===== src/rtl/usb_tx_pkt_ctrl.sv =====
// usb_tx_pkt_ctrl
// USB full-speed transmit packet controller. It feeds the parallel-to-serial
// shifter with one byte at a time, in this order: SYNC, PID, payload, CRC16.
// It then holds the encoder in EOP for the SE0 bit times plus one J bit time.
// Supported packets are DATA0, DATA1, ACK, NAK and STALL.
// Optional feature: define TX_CRC16_EN to compute the CRC16 internally over
// the payload. Without it, the CRC bytes are taken from crc_in.
module usb_tx_pkt_ctrl #(
  parameter int MAX_DATA_BYTES = 64,
  parameter int SIZE_W         = 7,
  parameter int EOP_SE0_BITS   = 2
) (
  input  logic              clk,
  input  logic              n_rst,
  input  logic [2:0]        tx_packet,
  input  logic [SIZE_W-1:0] tx_packet_data_size,
  input  logic [7:0]        tx_packet_data,
  output logic              get_tx_packet_data,
  input  logic              byte_complete,
  input  logic              bit_tick,
  input  logic [15:0]       crc_in,
  output logic              load_enable,
  output logic [7:0]        data_pts,
  output logic [2:0]        tx_state,
  output logic              tx_busy,
  output logic              tx_done,
  output logic              tx_trunc
);

  // Controller states
  localparam logic [3:0] ST_IDLE   = 4'd0;
  localparam logic [3:0] ST_SYNC   = 4'd1;
  localparam logic [3:0] ST_PID    = 4'd2;
  localparam logic [3:0] ST_FETCH  = 4'd3;
  localparam logic [3:0] ST_DATA   = 4'd4;
  localparam logic [3:0] ST_CRC_LO = 4'd5;
  localparam logic [3:0] ST_CRC_HI = 4'd6;
  localparam logic [3:0] ST_EOP    = 4'd7;
  localparam logic [3:0] ST_DONE   = 4'd8;

  // Encoder modes presented on tx_state
  localparam logic [2:0] ENC_IDLE = 3'd0;
  localparam logic [2:0] ENC_SYNC = 3'd1;
  localparam logic [2:0] ENC_PID  = 3'd2;
  localparam logic [2:0] ENC_DATA = 3'd3;
  localparam logic [2:0] ENC_CRC  = 3'd4;
  localparam logic [2:0] ENC_EOP  = 3'd5;

  // Packet type codes on tx_packet
  localparam logic [2:0] PKT_DATA0 = 3'd1;
  localparam logic [2:0] PKT_DATA1 = 3'd2;
  localparam logic [2:0] PKT_ACK   = 3'd3;
  localparam logic [2:0] PKT_NAK   = 3'd4;
  localparam logic [2:0] PKT_STALL = 3'd5;

  localparam logic [7:0] SYNC_BYTE = 8'h80;

  localparam logic [SIZE_W-1:0] MAX_SIZE = SIZE_W'(MAX_DATA_BYTES);

  // The EOP counter must count up to EOP_SE0_BITS, which is the index of
  // the final J bit tick.
  localparam int EOP_W = $clog2(EOP_SE0_BITS + 2);
  localparam logic [EOP_W-1:0] EOP_LAST = EOP_W'(EOP_SE0_BITS);

  logic [3:0]        state;
  logic [2:0]        pkt_type;
  logic [SIZE_W-1:0] size_lat;
  logic [SIZE_W-1:0] byte_cnt;
  logic [EOP_W-1:0]  eop_cnt;
  logic [15:0]       crc_reg;
  logic              data_pending;

  logic              start_req;
  logic              size_over;
  logic [SIZE_W-1:0] size_clipped;
  logic              bc_ok;
  logic              is_handshake;
  logic              pid_to_crc;
  logic              data_to_crc;
  logic [7:0]        crc_lo_byte;
  logic [7:0]        crc_hi_byte;

  // PID byte is the 4-bit PID in the low nibble, with its complement above it
  function automatic logic [7:0] pid_byte(input logic [2:0] t);
    logic [7:0] p;
    case (t)
      PKT_DATA0: p = 8'hC3;
      PKT_DATA1: p = 8'h4B;
      PKT_ACK:   p = 8'hD2;
      PKT_NAK:   p = 8'h5A;
      PKT_STALL: p = 8'h1E;
      default:   p = 8'h00;
    endcase
    return p;
  endfunction

`ifdef TX_CRC16_EN
  // One byte of reflected CRC16 (poly 8005, reflected form A001), LSB first
  function automatic logic [15:0] crc16_byte(input logic [15:0] crc,
                                             input logic [7:0]  data);
    logic [15:0] c;
    c = crc ^ {8'h00, data};
    for (int i = 0; i < 8; i++) begin
      c = c[0] ? ((c >> 1) ^ 16'hA001) : (c >> 1);
    end
    return c;
  endfunction
`endif

  assign start_req    = (tx_packet != 3'd0) && (tx_packet <= PKT_STALL);
  assign size_over    = tx_packet_data_size > MAX_SIZE;
  assign size_clipped = size_over ? MAX_SIZE : tx_packet_data_size;

  // A byte_complete pulse in the same cycle as a load belongs to the byte
  // that is already being replaced, so it is not acted on.
  assign bc_ok        = byte_complete && !load_enable;
  assign is_handshake = pkt_type >= PKT_ACK;

  assign pid_to_crc  = (state == ST_PID) && bc_ok && !is_handshake &&
                       (size_lat == '0);
  assign data_to_crc = (state == ST_DATA) && !data_pending && bc_ok &&
                       !(byte_cnt < size_lat);

`ifdef TX_CRC16_EN
  logic unused_crc_in;
  assign unused_crc_in = ^crc_in;
  assign crc_lo_byte   = ~crc_reg[7:0];
  assign crc_hi_byte   = ~crc_reg[15:8];
`else
  assign crc_lo_byte   = crc_in[7:0];
  assign crc_hi_byte   = crc_reg[15:8];
`endif

  // CRC register: cleared at packet start. With internal CRC it accumulates each payload byte; otherwise it captures crc_in on entry to CRC_LO
  always_ff @(posedge clk or negedge n_rst) begin
    if (!n_rst) begin
      crc_reg <= 16'hFFFF;
    end else if ((state == ST_IDLE) && start_req) begin
      crc_reg <= 16'hFFFF;
`ifdef TX_CRC16_EN
    end else if ((state == ST_DATA) && data_pending) begin
      crc_reg <= crc16_byte(crc_reg, tx_packet_data);
`else
    end else if (pid_to_crc || data_to_crc) begin
      crc_reg <= crc_in;
`endif
    end
  end

  // Packet sequencer: walks the states and drives every registered output
  always_ff @(posedge clk or negedge n_rst) begin
    if (!n_rst) begin
      state              <= ST_IDLE;
      pkt_type           <= 3'd0;
      size_lat           <= '0;
      byte_cnt           <= '0;
      eop_cnt            <= '0;
      data_pending       <= 1'b0;
      load_enable        <= 1'b0;
      data_pts           <= 8'h00;
      get_tx_packet_data <= 1'b0;
      tx_state           <= ENC_IDLE;
      tx_busy            <= 1'b0;
      tx_done            <= 1'b0;
      tx_trunc           <= 1'b0;
    end else begin
      load_enable        <= 1'b0;
      get_tx_packet_data <= 1'b0;
      tx_done            <= 1'b0;
      tx_trunc           <= 1'b0;

      case (state)
        ST_IDLE: begin
          if (start_req) begin
            state        <= ST_SYNC;
            pkt_type     <= tx_packet;
            size_lat     <= size_clipped;
            byte_cnt     <= '0;
            eop_cnt      <= '0;
            data_pending <= 1'b0;
            tx_busy      <= 1'b1;
            tx_trunc     <= size_over;
            load_enable  <= 1'b1;
            data_pts     <= SYNC_BYTE;
            tx_state     <= ENC_SYNC;
          end
        end

        ST_SYNC: begin
          if (bc_ok) begin
            load_enable <= 1'b1;
            data_pts    <= pid_byte(pkt_type);
            state       <= ST_PID;
            tx_state    <= ENC_PID;
          end
        end

        ST_PID: begin
          if (bc_ok) begin
            if (is_handshake) begin
              state    <= ST_EOP;
              tx_state <= ENC_EOP;
              eop_cnt  <= '0;
            end else if (pid_to_crc) begin
              state       <= ST_CRC_LO;
              tx_state    <= ENC_CRC;
              load_enable <= 1'b1;
              data_pts    <= crc_lo_byte;
            end else begin
              state              <= ST_FETCH;
              tx_state           <= ENC_DATA;
              get_tx_packet_data <= 1'b1;
            end
          end
        end

        ST_FETCH: begin
          // The buffer answers the request one clock later, so DATA loads
          // the byte on its first cycle.
          state        <= ST_DATA;
          byte_cnt     <= byte_cnt + 1'b1;
          data_pending <= 1'b1;
        end

        ST_DATA: begin
          if (data_pending) begin
            data_pending <= 1'b0;
            load_enable  <= 1'b1;
            data_pts     <= tx_packet_data;
          end else if (bc_ok) begin
            if (data_to_crc) begin
              state       <= ST_CRC_LO;
              tx_state    <= ENC_CRC;
              load_enable <= 1'b1;
              data_pts    <= crc_lo_byte;
            end else begin
              state              <= ST_FETCH;
              get_tx_packet_data <= 1'b1;
            end
          end
        end

        ST_CRC_LO: begin
          if (bc_ok) begin
            load_enable <= 1'b1;
            data_pts    <= crc_hi_byte;
            state       <= ST_CRC_HI;
          end
        end

        ST_CRC_HI: begin
          if (bc_ok) begin
            state    <= ST_EOP;
            tx_state <= ENC_EOP;
            eop_cnt  <= '0;
          end
        end

        ST_EOP: begin
          if (bit_tick) begin
            if (eop_cnt == EOP_LAST) begin
              state    <= ST_DONE;
              tx_state <= ENC_IDLE;
              tx_done  <= 1'b1;
            end else begin
              eop_cnt <= eop_cnt + 1'b1;
            end
          end
        end

        ST_DONE: begin
          state   <= ST_IDLE;
          tx_busy <= 1'b0;
        end

        default: begin
          state    <= ST_IDLE;
          tx_state <= ENC_IDLE;
          tx_busy  <= 1'b0;
        end
      endcase
    end
  end

endmodule


===== config.mk =====
export PLATFORM = sky130hd
export DESIGN_NAME = usb_tx_pkt_ctrl
export DESIGN_NICKNAME = d
export VERILOG_FILES = /design/src/rtl/usb_tx_pkt_ctrl.sv
export SDC_FILE = /design/constraint.sdc
export NUM_CORES = 1
export LEC_CHECK = 0
export ABC_AREA = 1
export CAP_MARGIN = 5
export CORE_MARGIN = 8
export CORE_UTILIZATION = 47
export DETAILED_ROUTE_END_ITERATION = 6
export PLACE_DENSITY = 0.81
export SETUP_SLACK_MARGIN = 0.3
export SYNTH_ARGS = -nofsm -noshare
export SYNTH_HDL_FRONTEND = slang
export SYNTH_SLANG_ARGS = --single-unit

===== constraint.sdc =====
create_clock -name clk -period 1.51 [get_ports clk]
set_clock_uncertainty 0.05 [all_clocks]
set_input_delay 0.2265 -clock clk [delete_from_list [all_inputs] [get_ports clk]]
set_output_delay 0.2265 -clock clk [all_outputs]
set_load 0.01 [all_outputs]

==> results.toml, run 1 <==
[run_status]
outcome = "finished, violations left"
violations = "setup timing"

[pwr]
switching_share = 0.448
switchingPower_mw = 4.29
power.leakage_nw = 2.29
power_per_cell_area_mw_per_mm2 = 2050
max-vdd-ir-drop_mv = 1.20
power.total_mw = 9.59
seq_power_share = 0.236
pwr-share-comb = 0.648
clkPwrFrac = 0.116
p_int_mw = 5.29

[cells_and_area]
syn2layout_area_growth_pct = 64.8
layout.cells.non_filler = 590
final_area_mm2 = 0.00468
final_common_cell = "nand2_1"
drive_above_1_share = 0.433
fin_nets = 562
layout_common_cells = "nand2_1, buf_4, dfrtp_1, clkdlybuf4s50_1, inv_1"
n_antenna_cell = 0

[die]
die_x_um = 93.8
die_area_mm2 = 0.00879
ios = 54
die_y_um = 93.8
initial_core_util = 0.483
coreArea_mm2 = 0.00589
rows = 28

[logic_synthesis]
ys_warn_count = 0
syn_area_mm2 = 0.00284
syn_inst = 377
ys_types = 31
yosysSeqAreaShare = 0.426
synth_nets = 425
synth_area_per_cell_um2 = 7.54
synth_seq_cells = 48

[sta]
worst_pin_slew_ns = 0.353
setup_slack_ns = -0.318
fmax_ghz = 0.547
max_slew_margin = 0.762
drv_slew = 0
finalSetupViolCount = 45
rsz0062_at_grt = "yes"
hold_viol_final = 0
timing.final.crit_share = 1.21
hold_ws_ns = 0.377
min_period_ns = 1.83

[clock_tree]
htreeDepth = 2
root_buffer = "clkbuf_8"
clkSinkCount = 48
clk_pin_slew_ns = 0.09
worstSkewPairLatency_ns = 0.30
numCtsBuffers = 5
cts_tree = "done"
clockBufferDepth = 2

[worst_setup_path]
cp.buffers_inverters = 2
cp_max_fo = 7
cp-end-kind = "flop"
start_kind = "flop"
critPathTopFamily = "simple AND/OR/NAND/NOR gates"
crit_type = "reg2reg"
cp_data_required_time_ns = 1.66
worstPathCellList = "inv_2, ha_4, nand2_1, a21oi_2, nor2_1, nand2_2, nand2_4, nand2_4, nand2_8, buf_12, nand3_2, nand2_1"
cpMaxStageDelayCell = "dfrtp_1"
cp.arrival_ns = 1.97
max_stage_delay_ns = 0.39

[drt]
drc_errors = 0
ant_nets = 0
met3_length_um = 567
drt_iter0_drc = 179
drtPass1Iterations = 5
top_layer = "met4"
viasPerCell = 5.51
met2_length_um = 5250
totalWireLength_um = 10100
drt-met1-wl_um = 3940
wl_per_cell_um = 17.1
num_vias = 3248

[placed_design]
placedCellCount = 562
dpl.hpwl_um = 6160
gp_congestion = 0.917
placed_area_mm2 = 0.00402
port_buffers = 53

[global_routing]
antenna_found_initial = 0
grt_pass1_wl_um = 14600
overflow = 0
grt_max_degree = 49
grt_pass1_vias = 3179
grt_util_all_layers = 0.206

[worst_hold_path]
worstHoldPathType = "in2async"

[job]
maxCapViolCount = 0
[worst reg2reg max path, stage by stage (launching register included)]
cell and delay [ns]:
dfrtp_1 0.39, inv_2 0.08, ha_4 0.28, nand2_1 0.06, a21oi_2 0.11, nor2_1 0.06
nand2_2 0.10, nand2_4 0.12, nand2_4 0.12, nand2_8 0.07, buf_12 0.14, nand3_2 0.06
nand2_1 0.06
[cell type report]
cell class	count	area, um2
Clock inverter	2	60.1
Inverter	43	166
Multi-Input combinational cell	284	1910
Fill cell	361	1200
Timing Repair Buffer	132	1170
Tap cell	75	93.8
Clock buffer	6	72.6
Sequential cell	48	1210
[worst paths after layout]
check	from	end	slack [ns]	depth (start not counted)
min	n_rst	byte_cnt[4]	0.38	3
max in group asynchronous	n_rst	crc_reg[14]	0.75	3
min in group clk	tx_state[1]	tx_state[1]	0.43	2
max	size_lat[4]	data_pts[2]	-0.32	12
max reg2reg	size_lat[4]	data_pts[2]	-0.32	12
min reg2reg	tx_state[1]	tx_state[1]	0.43	2
[metal layers]
metal | track usage | up-vias
li1 | - | 1516
met1 | 0.243 | 1557
met2 | 0.354 | 140
met3 | 0.0568 | 35
met4 | 0.0661 | 0
met5 | 0 | -
[cells in the mapped netlist]
| master | number | area [um2] |
|---|---|---|
| nor2_4 | 1 | 11.3 |
| nand2_1 | 111 | 417 |
| o32ai_1 | 1 | 8.76 |
| dfrtp_1 | 40 | 1000 |
| o31ai_1 | 1 | 7.51 |
| buf_2 | 2 | 10.0 |
| dfstp_2 | 8 | 210 |
| nor4_1 | 1 | 6.26 |
| nor3_1 | 4 | 20.0 |
| inv_2 | 4 | 15.0 |
| a21oi_1 | 24 | 120 |
| a21o_1 | 1 | 7.51 |
| nand2_2 | 6 | 37.5 |
| nand3_4 | 2 | 35.0 |
| xor2_1 | 1 | 8.76 |
| buf_6 | 1 | 11.3 |
| o22ai_1 | 2 | 12.5 |
| o21ai_1 | 1 | 5.00 |
| nand2_4 | 3 | 33.8 |
| nand3_1 | 31 | 155 |
| nor2_2 | 6 | 37.5 |
| nand3b_1 | 1 | 7.51 |
| ha_1 | 10 | 125 |
| o21ai_0 | 17 | 85.1 |
| buf_4 | 1 | 7.51 |
| inv_1 | 39 | 146 |
| nor2_8 | 1 | 20.0 |
| a22o_1 | 6 | 52.6 |
| a21oi_2 | 2 | 17.5 |
| nand4_1 | 10 | 62.6 |
| nor2_1 | 39 | 146 |
[repair_timing]
| action | 4_1_cts | 5_1_grt |
|---|---|---|
| hold endpoints to repair | 40 | 0 |
| pin swaps | 20 | 33 |
| resized for setup | 76 | 81 |
| buffers inserted | 8 | 7 |
| cloned | 2 | 2 |
| setup endpoints to repair | 62 | 62 |
| hold buffers | 1 | 0 |
[power by group through the flow]
stage,clock network [mW],logic (mW),registers (mW)
final,1.12,6.21,2.26
after CTS,1.13,5.08,2.21
after floorplan,0,2.72,2.25
after global routing,1.18,6.72,2.32
after detailed placement,0,4.60,2.23
after global placement,0,4.47,2.20
[per-stage QoR]
| step | utilization | setup TNS, ns | setup slack (ns) |
|---|---|---|---|
| 2_1_floorplan | - | -1.78 | -0.0973 |
| 3_3_place_gp | 0.682 | -8.84 | -0.268 |
| 3_5_place_dp | 0.682 | -10.01 | -0.333 |
| 4_1_cts | 0.749 | -6.96 | -0.220 |
| 5_1_grt | 0.795 | -13.01 | -0.403 |
| 6_report | 0.795 | -9.71 | -0.318 |
[logic make-up after synthesis]
group,Yosys count,synth area share
AO/OA/AOI/OAI,55,0.111
XOR/XNOR,1,0.00308
adder cells (fa/ha/maj),10,0.0440
buffers and inverters,47,0.0669
flip-flops,48,0.426
AND/OR/NAND/NOR,216,0.348
No activity file was read; power rests on OpenSTA's default activity.
==> run 2, diff against run 1 <==
--- a/config.mk
+++ b/config.mk
@@ -10,8 +10,7 @@
 export CORE_MARGIN = 8
 export CORE_UTILIZATION = 47
 export DETAILED_ROUTE_END_ITERATION = 6
-export PLACE_DENSITY = 0.81
-export SETUP_SLACK_MARGIN = 0.3
+export PLACE_DENSITY_LB_ADDON = 0.3
 export SYNTH_ARGS = -nofsm -noshare
 export SYNTH_HDL_FRONTEND = slang
 export SYNTH_SLANG_ARGS = --single-unit
==> results.toml, run 2 (synthesis gave the netlist of run 1 again) <==
[sta]
timing.final.crit_share = 1.21
hold_ws_ns = 0.349
max_slew_margin = 0.713
setup_slack_ns = -0.312
drv_slew = 0
hold_viol_final = 0
fmax_ghz = 0.549
worst_pin_slew_ns = 0.431
finalSetupViolCount = 46
min_period_ns = 1.82
rsz0062_at_grt = "yes"

[cells_and_area]
final_area_mm2 = 0.00486
layout_common_cells = "nand2_1, buf_4, clkdlybuf4s50_1, dfrtp_1, inv_1"
syn2layout_area_growth_pct = 71.0
register_area_mm2 = 0.00121
final_common_cell = "nand2_1"
n_antenna_cell = 0
multiInputGateArea_mm2 = 0.00198
drive_above_1_share = 0.409
layout.cells.non_filler = 591
fin_nets = 563
nFillCells = 321

[die]
initial_core_util = 0.483
rows = 28
die_x_um = 93.8
die_y_um = 93.8
ios = 54
die_area_mm2 = 0.00879
coreArea_mm2 = 0.00589

[drt]
drt_iter0_drc = 217
viasPerCell = 5.52
ant_nets = 0
drtPass1Iterations = 5
totalWireLength_um = 10700
wl_per_cell_um = 18.1
drc_errors = 0
num_vias = 3260

[placed_design]
gp_congestion = 0.868
dp_slack_ns = -0.361
port_buffers = 53
dpl.hpwl_um = 6250
placedCellCount = 557
placed_area_mm2 = 0.00390

[global_routing]
grt_pass1_wl_um = 15100
overflow = 0
grt_max_degree = 33
grt_pass1_vias = 3168
antenna_found_initial = 0
grt_util_all_layers = 0.216

[pwr]
power.leakage_nw = 2.43
max-vdd-ir-drop_mv = 1.13
power_per_cell_area_mw_per_mm2 = 2000
power.total_mw = 9.70

[run_status]
outcome = "finished, violations left"
violations = "setup timing"

[clock_tree]
cts_tree = "done"
clkSinkCount = 48
root_buffer = "clkbuf_8"
clockBufferDepth = 2
htreeDepth = 2
clk_pin_slew_ns = 0.10
numCtsBuffers = 5
worstSkewPairLatency_ns = 0.31

[job]
maxCapViolCount = 0

[worst_setup_path]
start_kind = "flop"
cp_data_required_time_ns = 1.70
cp-end-kind = "flop"
cp.arrival_ns = 2.01
crit_type = "reg2reg"
cp_max_fo = 5

[worst_hold_path]
worstHoldPathType = "in2async"
[run 2: power by group]
| part | switching, mW | internal [mW] | total [mW] | leakage (nW) |
|---|---|---|---|---|
| registers | 0.471 | 1.87 | 2.34 | 0.600 |
| clock network | 0.472 | 0.372 | 0.843 | 0.0434 |
| logic | 3.53 | 2.99 | 6.52 | 1.78 |
| total | 4.47 | 5.23 | 9.70 | 2.43 |
[run 2: worst max-delay path: stages (launching register included)]
cell	delay, ns
dfrtp_1	0.45
ha_4	0.28
a21o_1	0.19
nor2_2	0.12
nand2_2	0.09
nand2_4	0.13
buf_4	0.15
nand3_4	0.13
nor2_4	0.13
a21oi_2	0.04
[run 2: routing by layer]
metal / up-vias / global-route usage / share of wire
met5: - / 0 / 0
met2: 159 / 0.382 / 0.51
met3: 41 / 0.0432 / 0.060
li1: 1512 / - / -
met4: 0 / 0.0779 / 0.035
met1: 1548 / 0.250 / 0.39
[run 2: final cells by class]
cell class | count | area share
multi-input combinational | 284 | 0.408
timing repair buffer | 133 | 0.269
sequential | 48 | 0.250
inverter | 43 | 0.0343
tap | 75 | 0.0193
clock buffer | 6 | 0.0170
clock inverter | 2 | 0.00309
[run 2: worst paths after layout]
kind | startpoint | end | slack (ns) | depth (start not counted)
worst max register to register | byte_cnt[6] | crc_reg[14] | -0.31 | 9
worst min-delay path | n_rst | eop_cnt[0] | 0.35 | 3
worst max-delay path | byte_cnt[6] | crc_reg[14] | -0.31 | 9
max in group asynchronous | n_rst | crc_reg[10] | 0.64 | 3
min in group clk | bit_tick | tx_done | 0.42 | 3
worst min register to register | tx_state[0] | tx_state[0] | 0.43 | 2
[run 2: timing repair]
item,4_1_cts,5_1_grt
cloned,5,1
endpoints found under the hold margin,40,0
resized for setup,78,70
endpoints found under the setup margin,46,54
hold buffers,1,0
setup buffers,14,7
pin swaps,23,20
[run 2: metrics by stage]
stage,setup TNS [ns],utilization
final,-11.24,0.825
after global routing,-14.74,0.825
after CTS,-5.42,0.767
after detailed placement,-11.09,0.663
after global placement,-10.26,0.663
after floorplan,-1.63,-
==> run 3, diff against run 2 <==
--- a/config.mk
+++ b/config.mk
@@ -8,8 +8,10 @@
 export ABC_AREA = 1
 export CAP_MARGIN = 5
 export CORE_MARGIN = 8
-export CORE_UTILIZATION = 47
+export CORE_UTILIZATION = 57
+export CTS_CLUSTER_DIAMETER = 100
 export DETAILED_ROUTE_END_ITERATION = 6
+export DONT_BUFFER_PORTS = 1
 export PLACE_DENSITY_LB_ADDON = 0.3
 export SYNTH_ARGS = -nofsm -noshare
 export SYNTH_HDL_FRONTEND = slang
==> results.toml, run 3 (synthesis gave the netlist of run 1 again) <==
[run_status]
outcome = "finished, violations left"
violations = "DRC, setup timing"

[sta]
max_slew_margin = 0.724
timing.setup.tns_ns = -9.23
finalSetupViolCount = 45
drv_slew = 0
hold_ws_ns = 0.00894
rsz0062_at_grt = "yes"
min_period_ns = 1.99
hold_viol_final = 0
timing.final.crit_share = 1.32
setup_slack_ns = -0.477
fmax_ghz = 0.503
worst_pin_slew_ns = 0.410

[worst_setup_path]
critPathTopFamily = "simple AND/OR/NAND/NOR gates"
cp.arrival_ns = 2.20
cp_data_required_time_ns = 1.72
cpMaxStageDelayCell = "dfrtp_1"
worstPathCellList = "inv_2, ha_4, a21oi_1, nand2_1, nand2_2, nand2_2, nand2_4, nand3_2, nor2_1, a21oi_2"
crit_type = "reg2reg"
r2r_cells = 10
cp.buffers_inverters = 1
cp.depth = 10
cpMostUsedCell = "nand2_2"
cp-end-kind = "flop"
cp_max_fo = 6
start_kind = "flop"
max_stage_delay_ns = 0.41

[cells_and_area]
final_common_cell = "nand2_1"
nFillCells = 239
n_antenna_cell = 0
final_util = 0.874
layout_common_cells = "nand2_1, buf_4, dfrtp_1, inv_1, nor2_1"
layout.cells.non_filler = 535
fin_nets = 515
drive_above_1_share = 0.417
final_area_mm2 = 0.00416
syn2layout_area_growth_pct = 46.3

[drt]
viasPerCell = 5.94
totalWireLength_um = 10200
num_vias = 3180
wl_per_cell_um = 19.0
drtPass1Iterations = 7
ant_nets = 0
drc_errors = 1
drt_iter0_drc = 206

[clock_tree]
clkSinkCount = 48
root_buffer = "clkbuf_8"
htreeDepth = 2
cts_tree = "done"
numCtsBuffers = 5
clk_pin_slew_ns = 0.11
clockBufferDepth = 2
worstSkewPairLatency_ns = 0.33

[die]
rows = 25
die_x_um = 86.6
die_area_mm2 = 0.00750
ios = 54
coreArea_mm2 = 0.00475
die_y_um = 86.6
initial_core_util = 0.598

[placed_design]
placed_area_mm2 = 0.00340
placedCellCount = 500
dpl.hpwl_um = 5720
gp_congestion = 0.904
dp_slack_ns = -0.306
port_buffers = 0

[global_routing]
grt_max_degree = 49
grt_pass1_wl_um = 13800
grt_util_all_layers = 0.230
antenna_found_initial = 0
overflow = 0
grt_pass1_vias = 2923

[pwr]
power.total_mw = 9.02
max-vdd-ir-drop_mv = 1.25
power.leakage_nw = 2.08
power_per_cell_area_mw_per_mm2 = 2170

[worst_hold_path]
worstHoldPathCells = 2
worstHoldPathType = "in2reg"

[job]
maxCapViolCount = 0
==> run 3: path summary, 6_finish.rpt <==
kind                               from           to  slack, ns
setup / recovery            size_lat[2]  crc_reg[15]      -0.48
setup reg to reg            size_lat[2]  crc_reg[15]      -0.48
max in group asynchronous         n_rst  crc_reg[15]       0.80
min in group asynchronous         n_rst  size_lat[6]       0.35
hold / removal             tx_packet[2]  pkt_type[2]      0.009
hold reg to reg              eop_cnt[1]   eop_cnt[1]       0.46
==> run 3: layout make-up <==
type,count,area (um2),area share
Clock buffer,5,68.8,0.0166
Clock inverter,3,50.0,0.0120
Inverter,43,164,0.0394
Multi-Input combinational cell,286,1840,0.442
Sequential cell,48,1210,0.292
Tap cell,67,83.8,0.0202
Timing Repair Buffer,83,741,0.178
==> run 3: worst register-to-register path, stage by stage, from the launching register on <==
cell and delay (ns):
dfrtp_1 0.41, inv_2 0.10, ha_4 0.22, a21oi_1 0.21, nand2_1 0.12, nand2_2 0.09
nand2_2 0.07, nand2_4 0.13, nand3_2 0.22, nor2_1 0.27, a21oi_2 0.05
==> run 3: routing by layer <==
layer / share of wire / up-vias / GRT usage
li1: - / 1426 / -
met1: 0.36 / 1499 / 0.267
met2: 0.50 / 200 / 0.392
met3: 0.083 / 55 / 0.0652
met4: 0.054 / 0 / 0.0876
met5: 0 / - / 0
==> run 3: power by group <==
| part | internal, mW | switching, mW | total [mW] |
|---|---|---|---|
| registers | 1.86 | 0.485 | 2.35 |
| logic | 2.46 | 3.18 | 5.64 |
| clock network | 0.512 | 0.520 | 1.03 |
==> run 3: repair_timing <==
item,4_1_cts,5_1_grt
hold endpoints to repair,55,1
gates resized for setup,44,62
gates cloned,2,3
endpoints found under the setup margin,45,46
pin swaps,16,28
buffers inserted,6,6
hold buffers,9,1
